### src/rtl/mmb_read_sequencer.sv
// Bulk read controller: splits a (start address, word count) command into
// credit-limited mmb read bursts and streams the returned words out in order.
module mmb_read_sequencer #(
  parameter int AWIDTH  = 8,
  parameter int DWIDTH  = 8,
  parameter int BWIDTH  = 4,
  parameter int LWIDTH  = 16,
  parameter int BURST   = 8,
  parameter int RDPENDS = 2
) (
  input  logic              clk,
  input  logic              reset,
  input  logic [AWIDTH-1:0] cmd_addr,
  input  logic [LWIDTH-1:0] cmd_len,
  input  logic              cmd_start,
  output logic              cmd_busy,
  output logic              done,
  output logic [DWIDTH-1:0] o_dat,
  output logic              o_val,
  output logic [AWIDTH-1:0] m_addr,
  output logic [BWIDTH-1:0] m_bcnt,
  output logic              m_wreq,
  output logic [DWIDTH-1:0] m_wdat,
  output logic              m_rreq,
  input  logic [DWIDTH-1:0] m_rdat,
  input  logic              m_rval,
  input  logic              m_busy
);

  localparam int CREDIT = RDPENDS * BURST;
  localparam int PWIDTH = $clog2(CREDIT + 1);

  typedef enum logic [1:0] {IDLE, ISSUE, DRAIN} state_t;

  state_t              state;
  state_t              state_next;
  logic [AWIDTH-1:0]   cur_addr;
  logic [LWIDTH-1:0]   issue_left;
  logic [LWIDTH-1:0]   rx_left;
  logic [PWIDTH-1:0]   pend_words;
  logic [PWIDTH-1:0]   pend_next;
  logic [LWIDTH-1:0]   burst_len;
  logic [PWIDTH:0]     credit_sum;
  logic                cmd_fire;
  logic                req_fire;
  logic                rx_fire;
  logic                final_word;

  assign burst_len  = (issue_left < LWIDTH'(BURST)) ? issue_left : LWIDTH'(BURST);
  assign m_bcnt     = BWIDTH'(burst_len);
  assign m_addr     = cur_addr;
  assign m_wreq     = 1'b0;
  assign m_wdat     = '0;
  assign cmd_busy   = (state != IDLE);

  // A request is only raised once the whole burst fits in the credit window,
  // so later returns can only keep it asserted while the slave stalls.
  assign credit_sum = {1'b0, pend_words} + (PWIDTH+1)'(m_bcnt);
  assign m_rreq     = (state == ISSUE) && (credit_sum <= (PWIDTH+1)'(CREDIT));

  assign cmd_fire   = cmd_start && (state == IDLE);
  assign req_fire   = m_rreq && !m_busy;
  assign rx_fire    = m_rval && (rx_left != '0);
  assign final_word = rx_fire && (rx_left == LWIDTH'(1));

  // NOTE: every signal written in an always_comb gets a default first so no
  // path can leave it unassigned, which would infer a latch.
  always_comb begin
    state_next = state;
    pend_next  = pend_words;
    if (req_fire) pend_next = pend_next + PWIDTH'(burst_len);
    if (rx_fire)  pend_next = pend_next - PWIDTH'(1);
    case (state)
      IDLE:    if (cmd_fire && (cmd_len != '0)) state_next = ISSUE;
      ISSUE:   if (req_fire && (issue_left == burst_len)) state_next = DRAIN;
      DRAIN:   state_next = DRAIN;
      default: state_next = IDLE;
    endcase
    if (final_word) state_next = IDLE;
  end

  // NOTE: sequential state uses non-blocking assignments so every register
  // samples the pre-edge values of the others, independent of statement order.
  always_ff @(posedge clk) begin
    if (reset) begin
      state      <= IDLE;
      cur_addr   <= '0;
      issue_left <= '0;
      rx_left    <= '0;
      pend_words <= '0;
      done       <= 1'b0;
      o_val      <= 1'b0;
      o_dat      <= '0;
    end else begin
      state      <= state_next;
      pend_words <= pend_next;
      done       <= final_word || (cmd_fire && (cmd_len == '0));
      o_val      <= rx_fire;
      if (rx_fire) o_dat <= m_rdat;
      if (cmd_fire) begin
        cur_addr   <= cmd_addr;
        issue_left <= cmd_len;
        rx_left    <= cmd_len;
      end else begin
        if (req_fire) begin
          cur_addr   <= cur_addr + AWIDTH'(burst_len);
          issue_left <= issue_left - burst_len;
        end
        if (rx_fire) rx_left <= rx_left - LWIDTH'(1);
      end
    end
  end

  a_req_hold: assert property (@(posedge clk) disable iff (reset)
    (m_rreq && m_busy) |=> (m_rreq && $stable(m_addr) && $stable(m_bcnt)));

  a_credit: assert property (@(posedge clk) disable iff (reset)
    pend_words <= PWIDTH'(CREDIT));

endmodule

### config.mk
export PLATFORM = sky130hd
export DESIGN_NAME = mmb_read_sequencer
export DESIGN_NICKNAME = d
export VERILOG_FILES = /design/src/rtl/mmb_read_sequencer.sv
export SDC_FILE = /design/constraint.sdc
export NUM_CORES = 1
export LEC_CHECK = 0
export ABC_CLOCK_PERIOD_IN_PS = 5700
export BUFFER_PORTS_ARGS = -buffer_cell sky130_fd_sc_hd__clkbuf_2
export CAP_MARGIN = 20
export CORE_ASPECT_RATIO = 1.75
export CORE_MARGIN = 2
export CORE_UTILIZATION = 54
export CTS_CLUSTER_SIZE = 10
export DETAILED_ROUTE_END_ITERATION = 7
export PLACE_DENSITY = 0.88
export REMOVE_ABC_BUFFERS = 1
export SYNTH_ARGS = -nofsm -noshare
export SYNTH_HDL_FRONTEND = slang
export SYNTH_SLANG_ARGS = --single-unit
### constraint.sdc
create_clock -name clk -period 5.7 [get_ports clk]
set_input_delay 0.57 -clock clk [delete_from_list [all_inputs] [get_ports clk]]
set_output_delay 0.57 -clock clk [all_outputs]
set_load 0.02 [all_outputs]
# [Yosys cells after proc, flatten, opt, wreduce, memory -nomap -nowiden]
# Index checks and enable logic that the tools add are counted.
[classes] add_sub_neg=6 n_lt_le_gt_ge=2 n_eq_ne=6 mux=12 n_reduce_logical=19
[ops] op="$mux 16" count=5
[ops] op="$reduce_bool 16->1" count=2
[ops] op="$eq 16x1->1 const B" count=1
[ops] op="$eq 16x16->1" count=1
[ops] op="$logic_not 16->1" count=1
[ops] op="$lt 16x4->1 const B" count=1
[ops] op="$mux 8" count=2
[ops] op="$sub 16x1->16 const B" count=1
[ops] op="$sub 16x16->16" count=1
[ops] op="$mux 5" count=2
[ops] op="$add 8x8->8" count=1
[ops] op="$logic_and 1x1->1" count=8
[ops] op="$add 5x4->6" count=1
[ops] op="$le 6x5->1 const B" count=1
[ops] op="$pmux 2 s3" count=1
[ops] op="$reduce_bool 2->1" count=3
[ops] op="$add 5x5->5" count=1
[ops] op="$sub 5x1->5 const B" count=1
[ops] op="$mux 2" count=2
[ops] op="$ne 2x1->1 const B" count=2
[ops] op="$eq 2x1->1 const B" count=1
[ops] op="$eq 2x2->1 const B" count=1
[ops] op="$logic_not 2->1" count=1
[ops] op="$reduce_and 2->1" count=1
[ops] op="other kinds (3)" count=3
[totals] register_bits=57 input_bits=37 out_inout_bits=33 elab_cells=53

# [Logic depth before layout (Yosys ltp)]
[logic_depth] word_depth=9 depth_mapped=18 ltp_nobuf=17

# [Worst setup path after synthesis]
# OpenSTA, ideal clock, no wires.
[synth_path] path_type="reg2reg" startpoint="register issue_left[4]" endpoint="register pend_words[4]" setup_ns=0.123 arrival_time_ns=4.115 path_slack_ns=1.463 path_stages_with_launch=19 n_path_buf=1 synth_period_minus_slack_ns=4.237 cell_sequence="dfxtp_1 > or3_1 > clkbuf_1 > or2_1 > nor2_1 > and2_1 > ha_1 > inv_1 > fa_1 > nand2b_1 > a21oi_1 > xnor2_1 > o21ai_1 > mux2_2 > ha_1 > o2111ai_1 > xor2_1 > a21oi_1 > a21boi_1"
[synth_between] elab_chain_len=9 elab_cells_between_ends=10 classes_between="add/sub (3); order compare (2); mux (3); reduce/logical (2)"
[synth_lines] item="start: declaration" line="38" source="logic [LWIDTH-1:0] issue_left;"
[synth_lines] item="start signal: assignment" line="102" source="issue_left <= cmd_len;"
[synth_lines] item="start signal: assignment" line="107" source="issue_left <= issue_left - burst_len;"
[synth_lines] item="$lt 16x4->1 (*)" line="49" source="assign burst_len = (issue_left < LWIDTH'(BURST)) ? issue_left : LWIDTH'(BURST);"
[synth_lines] item="$mux 16 (*)" line="49"
[synth_lines] item="via m_bcnt[0]" line="21" source="output logic [BWIDTH-1:0] m_bcnt,"
[synth_lines] item="$add 5x4->6" line="58" source="assign credit_sum = {1'b0, pend_words} + (PWIDTH+1)'(m_bcnt);"
[synth_lines] item="$le 6x5->1" line="59" source="assign m_rreq = (state == ISSUE) && (credit_sum <= (PWIDTH+1)'(CREDIT));"
[synth_lines] item="$logic_and 1x1->1" line="59"
[synth_lines] item="$logic_and 1x1->1" line="62" source="assign req_fire = m_rreq && !m_busy;"
[synth_lines] item="$mux 5 (*)" line="71" source="if (req_fire) pend_next = pend_next + PWIDTH'(burst_len);"
[synth_lines] item="$sub 5x1->5" line="72" source="if (rx_fire) pend_next = pend_next - PWIDTH'(1);"
[synth_lines] item="$mux 5 (*)" line="72"
[synth_lines] item="end signal: assignment" line="96" source="pend_words <= pend_next;"
[synth_lines] item="end: declaration" line="40" source="logic [PWIDTH-1:0] pend_words;"
# The timed path passes the listed nets; every way through them passes the cells marked *.
# A chain may end at the register's enable or synchronous reset.

# [Final worst setup path]
[layout_path] startpoint="register issue_left[7]" endpoint="register pend_words[4]"
[layout_between] elab_chain_len=9 elab_cells_between_ends=10 classes_between="add/sub (3); order compare (2); mux (3); reduce/logical (2)"
[layout_lines] item="$lt 16x4->1 (*)" line="49"
[layout_lines] item="$mux 16 (*)" line="49"
[layout_lines] item="$add 5x4->6" line="58"
[layout_lines] item="$le 6x5->1" line="59"
[layout_lines] item="$logic_and 1x1->1" line="59"
[layout_lines] item="$logic_and 1x1->1" line="62"
[layout_lines] item="$mux 5 (*)" line="71"
[layout_lines] item="$sub 5x1->5" line="72"
[layout_lines] item="$mux 5 (*)" line="72"
# Every way passes the cells marked *; elsewhere a longest branch is shown, timed or not.

==> impl_metrics.yaml <==
run_status:
  status: "completed"
cts:
  cts_root_buf: "clkbuf_8"
  cts_tree: "yes"
  clkSinkCount: 57
  cts-hold-fix-buffers: 0
  clk_latency_ns: 0.34
  numCtsBuffers: 9
  post_cts_resized: 0
  clockBufferDepth: 2
  clk_pin_slew_ns: 0.07
  postCtsSetupRepairBufs: 0
  h-tree-depth: 3
critical_path:
  critPathMaxStageDelay_ns: 0.54
  reg2reg_slack_ns: 0.85
  crit_path_top_delay_cell: "nor4_1"
  worstPathMaxFanout: 11
  crit_chain: "nor4_1 -> nand3b_1 -> nor2_1 -> and2_1 -> ha_1 -> inv_1 -> fa_1 -> nand2b_1 -> a21oi_1 -> xnor2_1 -> o21a_1 -> mux2i_1 -> ha_1 -> o2111ai_1 -> xor2_1 -> a21oi_1 -> a21boi_1"
  critPathRequiredTime_ns: 5.98
  cp-end-kind: "flop"
  start_kind: "flop"
  cp_top_family: "simple AND/OR/NAND/NOR gates"
  crit_type: "reg -> reg"
  cp.arrival_ns: 5.12
  timing.critical_path.buf_inv: 1
cells_and_area:
  area_growth_pct: 15.1
  fillers: 556
  layout.cells.non_filler: 577
  drive_gt1_frac: 0.169
  diodes: 0
  nNetsFinal: 550
yosys:
  synth_seq_area_share: 0.325
  yosysTopAreaCellShare: 0.325
  yosysTopAreaCell: "dfxtp_1"
  async_flop_share: 0
  synth_ff_type: "dfxtp_1"
  synth_cell_types: 56
  ys_top_cells_by_area: "dfxtp_1 (32%), ha_1 (6.4%), nand2_1 (5.1%)"
  syn_inst: 438
  synth_edf_count: 0
  ys_warn_count: 0
  avgSynthCellArea_um2: 8.03
  syn_area_um2: 3520
  synth_seq_cells: 57
min_path:
  hold_class: "in -> reg"
global_routing:
  grt_pass1_vias: 3368
  grt_pass1_wl_um: 15200
  antenna_found_initial: 0
  gr-total-overflow: 0
  grt_start_max_net_pins: 60
  grt_usage: 0.268
power_and_ir_drop:
  powerDensity_nw_per_um2: 495
  p_switching_mw: 0.856
  swShare: 0.427
  p_clk_frac: 0.207
  ir_worst_vdd_uv: 261
  p_leak_nw: 1.70
  seqPwrFrac: 0.320
  p_int_mw: 1.15
  pwr-share-comb: 0.473
routing:
  viasPerCell: 6.02
  wirelength_um: 9120
  drc: 0
  ant_nets: 0
  firstDrtPassIters: 5
  drtIter0Drc: 237
  vias: 3475
  wire_per_inst_um: 15.8
floorplanning:
  dieArea_um2: 7200
  io_pins: 70
  coreArea_um2: 6230
  die_w_um: 65.0
  die_height_um: 111
  start_util: 0.564
  row_count: 38
placement:
  dp_hpwl_um: 6740
  place_inst: 560
  io_buffers: 60
  place_congestion: 0.938
sta:
  period_minus_slack_ns: 4.85
  setup_tns_ns: 0
  rsz0062_at_grt: "no"
  finalSetupViolCount: 0
  max_clock_freq_ghz: 0.206
  min_period_over_period: 0.850
  relSlewSlack: 0.350
  tightest_slew_ns: 0.975
  finClkSkew_ns: 0.00624
  hold_viol: 0
  drv_slew: 0
flow_run:
  maxCapViolCount: 0
-- state kept, by name (all words and copies together), names as in the netlist --
| name | count |
|---|---|
| o_val | 1 |
| m_addr | 8 |
| pend_words | 5 |
| state | 2 |
| rx_left | 16 |
| done | 1 |
| issue_left | 16 |
| o_dat | 8 |
-- area by class of cell --
cell class,count,area (um^2),share of cell area
inverter,12,45.0,0.0111
clock inverter,3,65.1,0.0161
timing repair buffer,63,335,0.0828
sequential,57,1140,0.282
tap,80,100,0.0247
multi-input combinational,350,2220,0.547
clock buffer,12,145,0.0359
-- routing by layer --
| metal | global-route usage | part of all wire |
|---|---|---|
| met5 | 0 | 0 |
| met4 | 0.165 | 0.052 |
| met3 | 0.0508 | 0.053 |
| met2 | 0.466 | 0.52 |
| met1 | 0.288 | 0.38 |
-- cell families (layout without fill, tap and decap cells) --
group,after synthesis,in the layout,share of synthesized area
other,2,13,0.00214
AND/OR/NAND/NOR,172,172,0.242
multiplexers,7,7,0.0210
buffers and inverters,42,90,0.0576
flip-flops,57,57,0.325
adder cells (fa/ha/maj),20,20,0.0754
AO/OA/AOI/OAI,118,118,0.227
XOR/XNOR,20,20,0.0498
-- per-stage QoR --
stage,utilization,hold WS [ns],setup slack [ns],cell area (um^2),power [mW]
2_1_floorplan,-,0.435,0.863,3400,1.32
3_3_place_gp,0.612,0.442,1.19,3810,1.52
6_report,0.650,0.449,0.854,4050,2.00
4_1_cts,0.645,0.443,0.963,4020,1.98
3_5_place_dp,0.612,0.447,0.989,3810,1.56
5_1_grt,0.650,0.445,0.457,4050,2.15
-- synth_stat cells, drive strengths merged, types with 5 or more instances --
library cell,n
nand2b,7
xor2,6
nor3,13
o31ai,6
nor2,43
a211oi,5
ha,18
nand3,6
and2,5
or3,14
a21o,6
buf,13
dfxtp,57
or4,5
o21a,5
clkbuf,17
inv,12
a21oi,32
o211ai,7
a31oi,9
a311oi,9
nor4,12
xnor2,14
o21bai,10
o21ai,16
nand2,48
-- final timing paths --
check / from / end / cells after the start
worst min register to register: o_dat[6]$_SDFFE_PP0P_ / o_dat[6]$_SDFFE_PP0P_ / 2
worst max-delay path: issue_left[7]$_SDFFE_PP0P_ / pend_words[4]$_SDFF_PP0_ / 17
worst max register to register: issue_left[7]$_SDFFE_PP0P_ / pend_words[4]$_SDFF_PP0_ / 17
worst min-delay path: m_rdat[6] / o_dat[6]$_SDFFE_PP0P_ / 3
-- layout by cell type (no fill, tap or decap), types with 4 or more instances in the layout --
| cell type | instances |
|---|---|
| o21bai_1 | 10 |
| ha_1 | 18 |
| mux2i_1 | 4 |
| nor2_1 | 43 |
| a21o_1 | 6 |
| a311oi_1 | 9 |
| a211oi_1 | 5 |
| inv_1 | 11 |
| o21ai_1 | 4 |
| or4_1 | 5 |
| or3_1 | 14 |
| nand2b_1 | 7 |
| nor3_1 | 13 |
| and2_1 | 5 |
| o31ai_1 | 6 |
| nor4_1 | 12 |
| nand3_1 | 6 |
| o21a_1 | 5 |
| dfxtp_1 | 57 |
| xor2_1 | 6 |
| xnor2_1 | 14 |
| o211ai_1 | 7 |
| o21ai_0 | 12 |
| a31oi_1 | 9 |
| conb_1 | 13 |
| clkbuf_2 | 60 |
| nand2_1 | 47 |
| a21oi_1 | 32 |
| clkbuf_8 | 10 |
-- power by group through the flow --
| stage | Clock (mW) | Sequential, mW | Combinational (mW) |
|---|---|---|---|
| after global placement | 0 | 0.633 | 0.891 |
| after floorplan | 0 | 0.638 | 0.680 |
| final | 0.414 | 0.641 | 0.948 |
| after CTS | 0.417 | 0.635 | 0.930 |
| after global routing | 0.439 | 0.655 | 1.06 |
| after detailed placement | 0 | 0.641 | 0.923 |
-- worst register-to-register path, delay by kind of cell, from the launching register on --
kind | cells | cell delay [ns]
AOI/OAI and AO/OA | 5 | 1.19
xor gates and xnor gates | 2 | 0.51
adders and majority gates | 3 | 0.84
buffers and inverters | 1 | 0.06
DFF | 1 | 0.36
muxes | 1 | 0.33
and+or+nand+nor | 5 | 1.50
Note: power is estimated with default switching activity, not from simulation.
